--- config.mk ---
export PLATFORM = sky130hd
export DESIGN_NAME = gcd_accel_mc
export DESIGN_NICKNAME = d
export VERILOG_FILES = /design/src/rtl/gcd_pkg.sv /design/src/rtl/gcd_core.sv /design/src/rtl/gcd_accel_mc.sv
export SDC_FILE = /design/constraint.sdc
export NUM_CORES = 2
export LEC_CHECK = 0
export BUFFER_PORTS_ARGS = -buffer_cell sky130_fd_sc_hd__buf_4
export CORE_UTILIZATION = 64
export CTS_BUF_LIST = sky130_fd_sc_hd__clkbuf_16
export DETAILED_ROUTE_END_ITERATION = 7
export PLACE_DENSITY = 0.82
export SLEW_MARGIN = 20
export SYNTH_ARGS = -nofsm -noshare
export SYNTH_HDL_FRONTEND = slang
export SYNTH_SLANG_ARGS = --single-unit
export TNS_END_PERCENT = 100
--- constraint.sdc ---
create_clock -name clk -period 16.35 [get_ports clk]
set_clock_uncertainty 0.05 [all_clocks]
set_input_delay 3.27 -clock clk [delete_from_list [all_inputs] [get_ports clk]]
set_output_delay 3.27 -clock clk [all_outputs]
set_load 0.005 [all_outputs]
--- src/rtl/gcd_pkg.sv ---
// Shared constants and types for the multi-channel GCD accelerator:
// register map, status bit positions and the channel state encoding.
package gcd_pkg;

  localparam logic [3:0] OFF_A1 = 4'h0;
  localparam logic [3:0] OFF_A2 = 4'h4;
  localparam logic [3:0] OFF_W  = 4'h8;
  localparam logic [3:0] OFF_S  = 4'hC;
  localparam int CH_STRIDE = 16;

  localparam int S_DONE    = 0;
  localparam int S_ERR     = 1;
  localparam int S_OVR     = 2;
  localparam int S_BUSY    = 3;
  localparam int S_CNT_LSB = 16;

  localparam int CNT_W = 16;

  typedef enum logic [1:0] {
    IDLE,
    SHIFT,
    RUN
  } gcd_state_e;

endpackage

--- src/rtl/gcd_core.sv ---
// One GCD channel: A1/A2/W/S registers plus a subtractive (MODE 0) or
// binary Stein (MODE 1) engine that advances one step per clock.
module gcd_core
  import gcd_pkg::*;
#(
  parameter int WIDTH = 32,
  parameter int MODE  = 0
) (
  input  logic             clk,
  input  logic             reset,
  input  logic             a1_we,
  input  logic             a2_we,
  input  logic             s_rd,
  input  logic [WIDTH-1:0] wdata,
  output logic [WIDTH-1:0] a1,
  output logic [WIDTH-1:0] a2,
  output logic [WIDTH-1:0] w,
  output logic [31:0]      status
);

  localparam int KW = $clog2(WIDTH) + 1;

  gcd_state_e       state_q, state_d;
  logic [WIDTH-1:0] a_q, b_q, a_nxt, b_nxt, res;
  logic [KW-1:0]    k_q, k_nxt;
  logic [CNT_W-1:0] cnt;
  logic             done, err, ovr;
  logic             busy, start, zero_op, both_zero, fin;

  function automatic logic [CNT_W-1:0] sat_inc(input logic [CNT_W-1:0] v);
    return (v == '1) ? v : v + 1'b1;
  endfunction

  assign start = a2_we && !busy;

  always_ff @(posedge clk or posedge reset) begin
    if (reset) state_q <= IDLE;
    else       state_q <= state_d;
  end

  always_comb begin
    state_d = state_q;
    case (state_q)
      IDLE:    if (start) state_d = (MODE == 1) ? SHIFT : RUN;
      SHIFT:   if (zero_op) state_d = IDLE;
               else if (a_q[0] || b_q[0]) state_d = RUN;
      RUN:     if (fin) state_d = IDLE;
      default: state_d = IDLE;
    endcase
  end

  always_comb begin
    busy      = (state_q != IDLE);
    zero_op   = (a_q == '0) || (b_q == '0);
    both_zero = (a_q == '0) && (b_q == '0);
    fin       = ((state_q == RUN) && (zero_op || (a_q == b_q))) ||
                ((state_q == SHIFT) && zero_op);
    // k stays 0 in MODE 0, so the shift is a no-op there
    res       = zero_op ? (a_q | b_q) : (a_q << k_q);
    status    = '0;
    status[S_DONE] = done;
    status[S_ERR]  = err;
    status[S_OVR]  = ovr;
    status[S_BUSY] = busy;
    status[S_CNT_LSB +: CNT_W] = cnt;
  end

  // After SHIFT at most one operand is even, and an odd-odd difference is
  // halved immediately, so every RUN step drops at least one operand bit.
  always_comb begin
    a_nxt = a_q;
    b_nxt = b_q;
    k_nxt = k_q;
    if (state_q == SHIFT) begin
      if (!zero_op && !a_q[0] && !b_q[0]) begin
        a_nxt = a_q >> 1;
        b_nxt = b_q >> 1;
        k_nxt = k_q + 1'b1;
      end
    end else if (state_q == RUN && !fin) begin
      if (MODE == 0) begin
        if (a_q < b_q) b_nxt = b_q - a_q;
        else           a_nxt = a_q - b_q;
      end else if (!a_q[0]) begin
        a_nxt = a_q >> 1;
      end else if (!b_q[0]) begin
        b_nxt = b_q >> 1;
      end else if (a_q > b_q) begin
        a_nxt = (a_q - b_q) >> 1;
      end else begin
        b_nxt = (b_q - a_q) >> 1;
      end
    end
  end

  always_ff @(posedge clk or posedge reset) begin
    if (reset) begin
      a1   <= '0;
      a2   <= '0;
      w    <= '0;
      a_q  <= '0;
      b_q  <= '0;
      k_q  <= '0;
      cnt  <= '0;
      done <= 1'b0;
      err  <= 1'b0;
      ovr  <= 1'b0;
    end else begin
      if (a1_we) a1 <= wdata;
      if (start) begin
        a2   <= wdata;
        a_q  <= a1;
        b_q  <= wdata;
        k_q  <= '0;
        cnt  <= '0;
        done <= 1'b0;
        err  <= 1'b0;
        ovr  <= 1'b0;
      end else begin
        if (a2_we) ovr <= 1'b1;
        if (busy) begin
          cnt <= sat_inc(cnt);
          a_q <= a_nxt;
          b_q <= b_nxt;
          k_q <= k_nxt;
        end
        // completion beats a coincident status read
        if (fin) begin
          w    <= res;
          err  <= both_zero;
          done <= 1'b1;
        end else if (s_rd) begin
          done <= 1'b0;
        end
      end
    end
  end

endmodule

--- src/rtl/gcd_accel_mc.sv ---
// Multi-channel GCD accelerator on the CPU slave bus: address decode,
// NCH independent channels, registered read data and a level interrupt.
module gcd_accel_mc
  import gcd_pkg::*;
#(
  parameter int          WIDTH = 32,
  parameter int          NCH   = 2,
  parameter logic [15:0] BASE  = 16'h00F8,
  parameter int          MODE  = 0
) (
  input  logic        clk,
  input  logic        reset,
  input  logic [15:0] saddress,
  input  logic        srd,
  input  logic        swr,
  input  logic [31:0] sdata_in,
  output logic [31:0] sdata_out,
  output logic        irq
);

  logic [15:0]      off;
  logic             hit;
  logic [1:0]       ch;
  logic [3:0]       rg;
  logic [31:0]      rd_word;
  logic [WIDTH-1:0] a1_v [NCH];
  logic [WIDTH-1:0] a2_v [NCH];
  logic [WIDTH-1:0] w_v  [NCH];
  logic [31:0]      s_v  [NCH];
  logic [NCH-1:0]   done_v;
  logic             unused_hi;

  // Addresses below BASE wrap to large offsets and fall outside the window.
  assign off = saddress - BASE;
  assign hit = off < 16'(NCH * CH_STRIDE);
  assign ch  = off[5:4];
  assign rg  = off[3:0];
  assign unused_hi = ^sdata_in;

  for (genvar i = 0; i < NCH; i++) begin : g_ch
    logic sel;
    assign sel = hit && (ch == 2'(i));

    gcd_core #(
      .WIDTH(WIDTH),
      .MODE (MODE)
    ) u_core (
      .clk   (clk),
      .reset (reset),
      .a1_we (swr && sel && (rg == OFF_A1)),
      .a2_we (swr && sel && (rg == OFF_A2)),
      .s_rd  (srd && sel && (rg == OFF_S)),
      .wdata (sdata_in[WIDTH-1:0]),
      .a1    (a1_v[i]),
      .a2    (a2_v[i]),
      .w     (w_v[i]),
      .status(s_v[i])
    );

    assign done_v[i] = s_v[i][S_DONE];
  end

  always_comb begin
    rd_word = '0;
    for (int i = 0; i < NCH; i++) begin
      if (hit && (ch == 2'(i))) begin
        case (rg)
          OFF_A1:  rd_word = 32'(a1_v[i]);
          OFF_A2:  rd_word = 32'(a2_v[i]);
          OFF_W:   rd_word = 32'(w_v[i]);
          OFF_S:   rd_word = s_v[i];
          default: rd_word = '0;
        endcase
      end
    end
  end

  // Read data is captured from pre-edge register state and held until the next read.
  always_ff @(posedge clk or posedge reset) begin
    if (reset)    sdata_out <= '0;
    else if (srd) sdata_out <= rd_word;
  end

  assign irq = |done_v;

endmodule

==> metrics.csv <==
metric,value,unit
outcome,"finished, violations left",
violations,design-rule violations,
die_area,46000,um^2
cts_buffers,39,
power_density,230,nW/um^2
drc_errors,6,
gp_congestion,1.01,
crit_type,in2reg,
arrival,7130,ps
critPathMaxFanout,101,
r2r_setup_slack,11350,ps
cts_resized,0,
clk_pin_slew,60,ps
die_x,214,um
rsz0062_at_grt,false,
synth_edf_count,0,
portBuffers,84,
firstDrtPassIters,8,
h-tree-depth,2,
grt_pass1_wl,159000,um
ys_seq_elements,404,
hold_path_startpoint,g_ch[0].u_core.a2[7],
grt_use_met1,57.7,%
rr_endpoint,g_ch[1].u_core.b_q[7],
hold_buffers,0,
placed_area,29700,um^2
postCtsSetupRepairBufs,0,
syn_area,28900,um^2
fin_tns_setup,0,ps
routedWlPerCell,25.5,um
hold_slack,430,ps
hold_depth,2,
busiest_layer,met2,
leakage,14.0,nW
rows,77,
drv_cap,0,
hold_class,reg2reg,
dp_hpwl,74900,um
setup_viol,0,
drt.antenna.violating_nets,0,
cts_root_buf,clkbuf_16,
cts.sinks,404,
yosysSeqAreaShare,35.0,%
gr-total-overflow,0,
ys_warn_count,0,
endpoint_kind,flop,
antenna_found_initial,3,
fin_nets,3657,
cpPeakStageDelay,920,ps
cts_tree,done,
whs_endpoint,g_ch[0].u_core.a2[7],
globalRouteMet2Util,70.2,%
grt.met3_usage,8.37,%
async_flop_share,100,%
critical_path_required,16740,ps
stdcell_area,30900,um^2
grt_pass1_vias,27200,
viasPerCell,6.92,
area_growth,7.10,%
ys.flop_type,dfrtp_1,
worstPathCellList,buf_4 -> ha_1 -> and2_1 -> buf_4 -> nand3_1 -> nor2_4 -> buf_4 -> nor2_2 -> a221o_1,
worstRegToRegCells,11,
syn_area_per_cell,8.33,um^2
cts_max_path_buffers,3,
crit_slowest_cell,ha_1,
clock_latency,560,ps
period_needed,6740,ps
syn_nets,3714,
grt_util_all_layers,44.6,%
drv_slew,0,
max_freq,148,MHz
finalCritPeriodShare,41.2,%
critPathLaunchType,input port,
r2r-start,g_ch[1].u_core.a_q[8],
ys_types,88,
syn_inst,3465,
finalHoldViolCount,0,
grt_max_degree,176,
initial_utilization,65.2,%
ir_drop,0.000221,V
slew-limit-headroom,20.8,%
drt-initial-drc-count,3948,
die_h,214,um
core_area,44300,um^2
worst_slew_pin_slew,1190,ps
wl,103000,um
io_pins,85,
crit_top_cell,buf_4,
layout-drive-gt1-share,9.49,%
dr_total_vias,27900,
[per-stage QoR]
| stage | utilization (%) | cells | worst slack (ps) | total power, mW |
|---|---|---|---|---|
| 3_5_place_dp | 67.0 | 3959 | 9220 | 6.00 |
| 4_1_cts | 69.8 | 4029 | 9740 | 6.93 |
| 2_1_floorplan | - | 3465 | 1790 | 4.77 |
| 5_1_grt | 69.8 | 4031 | 9420 | 7.53 |
| 3_3_place_gp | 67.0 | 3959 | 9340 | 5.89 |
| 6_report | 69.8 | 4031 | 9610 | 7.11 |
[how the worst max path moves through the flow]
| stage | from | to | slack, ps | depth (start not counted) |
|---|---|---|---|---|
| 3_5_place_dp | saddress[3] | g_ch[1].u_core.a_q[17] | 9220 | 12 |
| 5_1_grt | saddress[3] | g_ch[1].u_core.a_q[23] | 9420 | 10 |
| 6_report | saddress[3] | g_ch[1].u_core.a_q[17] | 9610 | 9 |
| 4_1_cts | saddress[3] | g_ch[1].u_core.a_q[17] | 9740 | 9 |
| 3_3_place_gp | saddress[3] | g_ch[1].u_core.a_q[24] | 9340 | 12 |
| 2_1_floorplan | reset | g_ch[0].u_core.a1[0] | 1790 | 1 |
[synth_stat cells, types with 6 or more instances]
cell type    n  area [um^2]
nor4_1      50          313
o21bai_1    37          278
o21ai_1     34          170
ha_1       193         2410
nand4_1     18          113
o22a_1      19          166
dfrtp_1    404        10100
a211oi_1    22          165
buf_1       18         67.6
a22o_1       6         52.6
or3_1       14         87.6
xor2_1      27          236
nor2b_1     25          156
xnor2_1    113          990
and2_1      18          113
a22oi_1    105          788
mux4_2      32          721
a221o_1     39          390
o21a_1       8         60.1
a21o_1      14          105
mux2i_1     52          521
nor3_1      36          180
o21ai_0    279         1400
o211ai_1    20          150
buf_2       56          280
o22ai_1     54          338
nand3_1     42          210
o221ai_1     8         70.1
inv_1      242          908
nand2b_1    15         93.8
nor2_1     287         1080
clkbuf_1   134          503
a21oi_1    268         1340
mux2_2      76          856
and3_1       8         50.1
a31oi_1     14         87.6
o31ai_1     16          120
or2_2        8         50.1
nand2_1    539         2020
[cell usage in the layout (no fill, tap or decap), types with 52 or more instances in the layout]
cell and n:
nor2_1 282, xnor2_1 113, nand2_1 539, a21oi_1 268, inv_1 252, dfrtp_1 403
o22ai_1 54, a22oi_1 105, o21ai_0 279, mux2_2 76, mux2i_1 52, buf_4 113
ha_1 193
[cell families after synthesis]
logic type / count (synthesis) / synth area share, %
adders and majority gates: 197 / 8.64
DFF: 404 / 35.0
xor gates and xnor gates: 140 / 4.25
buffers and inverters: 459 / 6.27
muxes: 164 / 7.42
AOI/OAI and AO/OA: 1013 / 22.1
and+or+nand+nor: 1088 / 16.3
[power by group]
group          internal [mW]  switching (mW)
Combinational           1.74            2.88
Sequential              1.23           0.348
Clock                  0.500           0.402
[layout make-up]
class                           instances  area [um^2]
Multi-Input combinational cell       2602        17000
Fill cell                            3369        13400
Sequential cell                       404        10100
Clock buffer                           41         1030
Inverter                              247          935
Timing Repair Buffer                  114          868
Tap cell                              592          741
Clock inverter                         29          200
Antenna cell                            2         5.00
[critical path, delay by kind of cell]
family | cells | cell delay (ps)
compound gates | 1 | 360
buf+inv | 3 | 1270
fa+ha+maj | 1 | 920
simple gates | 4 | 1230
[state kept, by name (all words and copies together) (netlist names)]
signal / cells
g_ch.u_core.err: 2
g_ch.u_core.cnt: 32
g_ch.u_core.w: 64
g_ch.u_core.ovr: 2
g_ch.u_core.b_q: 64
g_ch.u_core.a1: 64
g_ch.u_core.state_q: 2
g_ch.u_core.a_q: 64
g_ch.u_core.a2: 64
g_ch.u_core.k_q: 12
sdata_out: 32
g_ch.u_core.done: 2
[per-layer routing]
| metal | part of all wire [%] | wire (um) | vias to the layer above |
|---|---|---|---|
| met4 | 6.7 | 6880 | 2 |
| li1 | - | - | 12000 |
| met1 | 37 | 38500 | 13500 |
| met5 | 0.044 | 45 | - |
| met2 | 46 | 46900 | 1970 |
| met3 | 10 | 10600 | 435 |
Note: power is estimated with default switching activity, not from simulation.
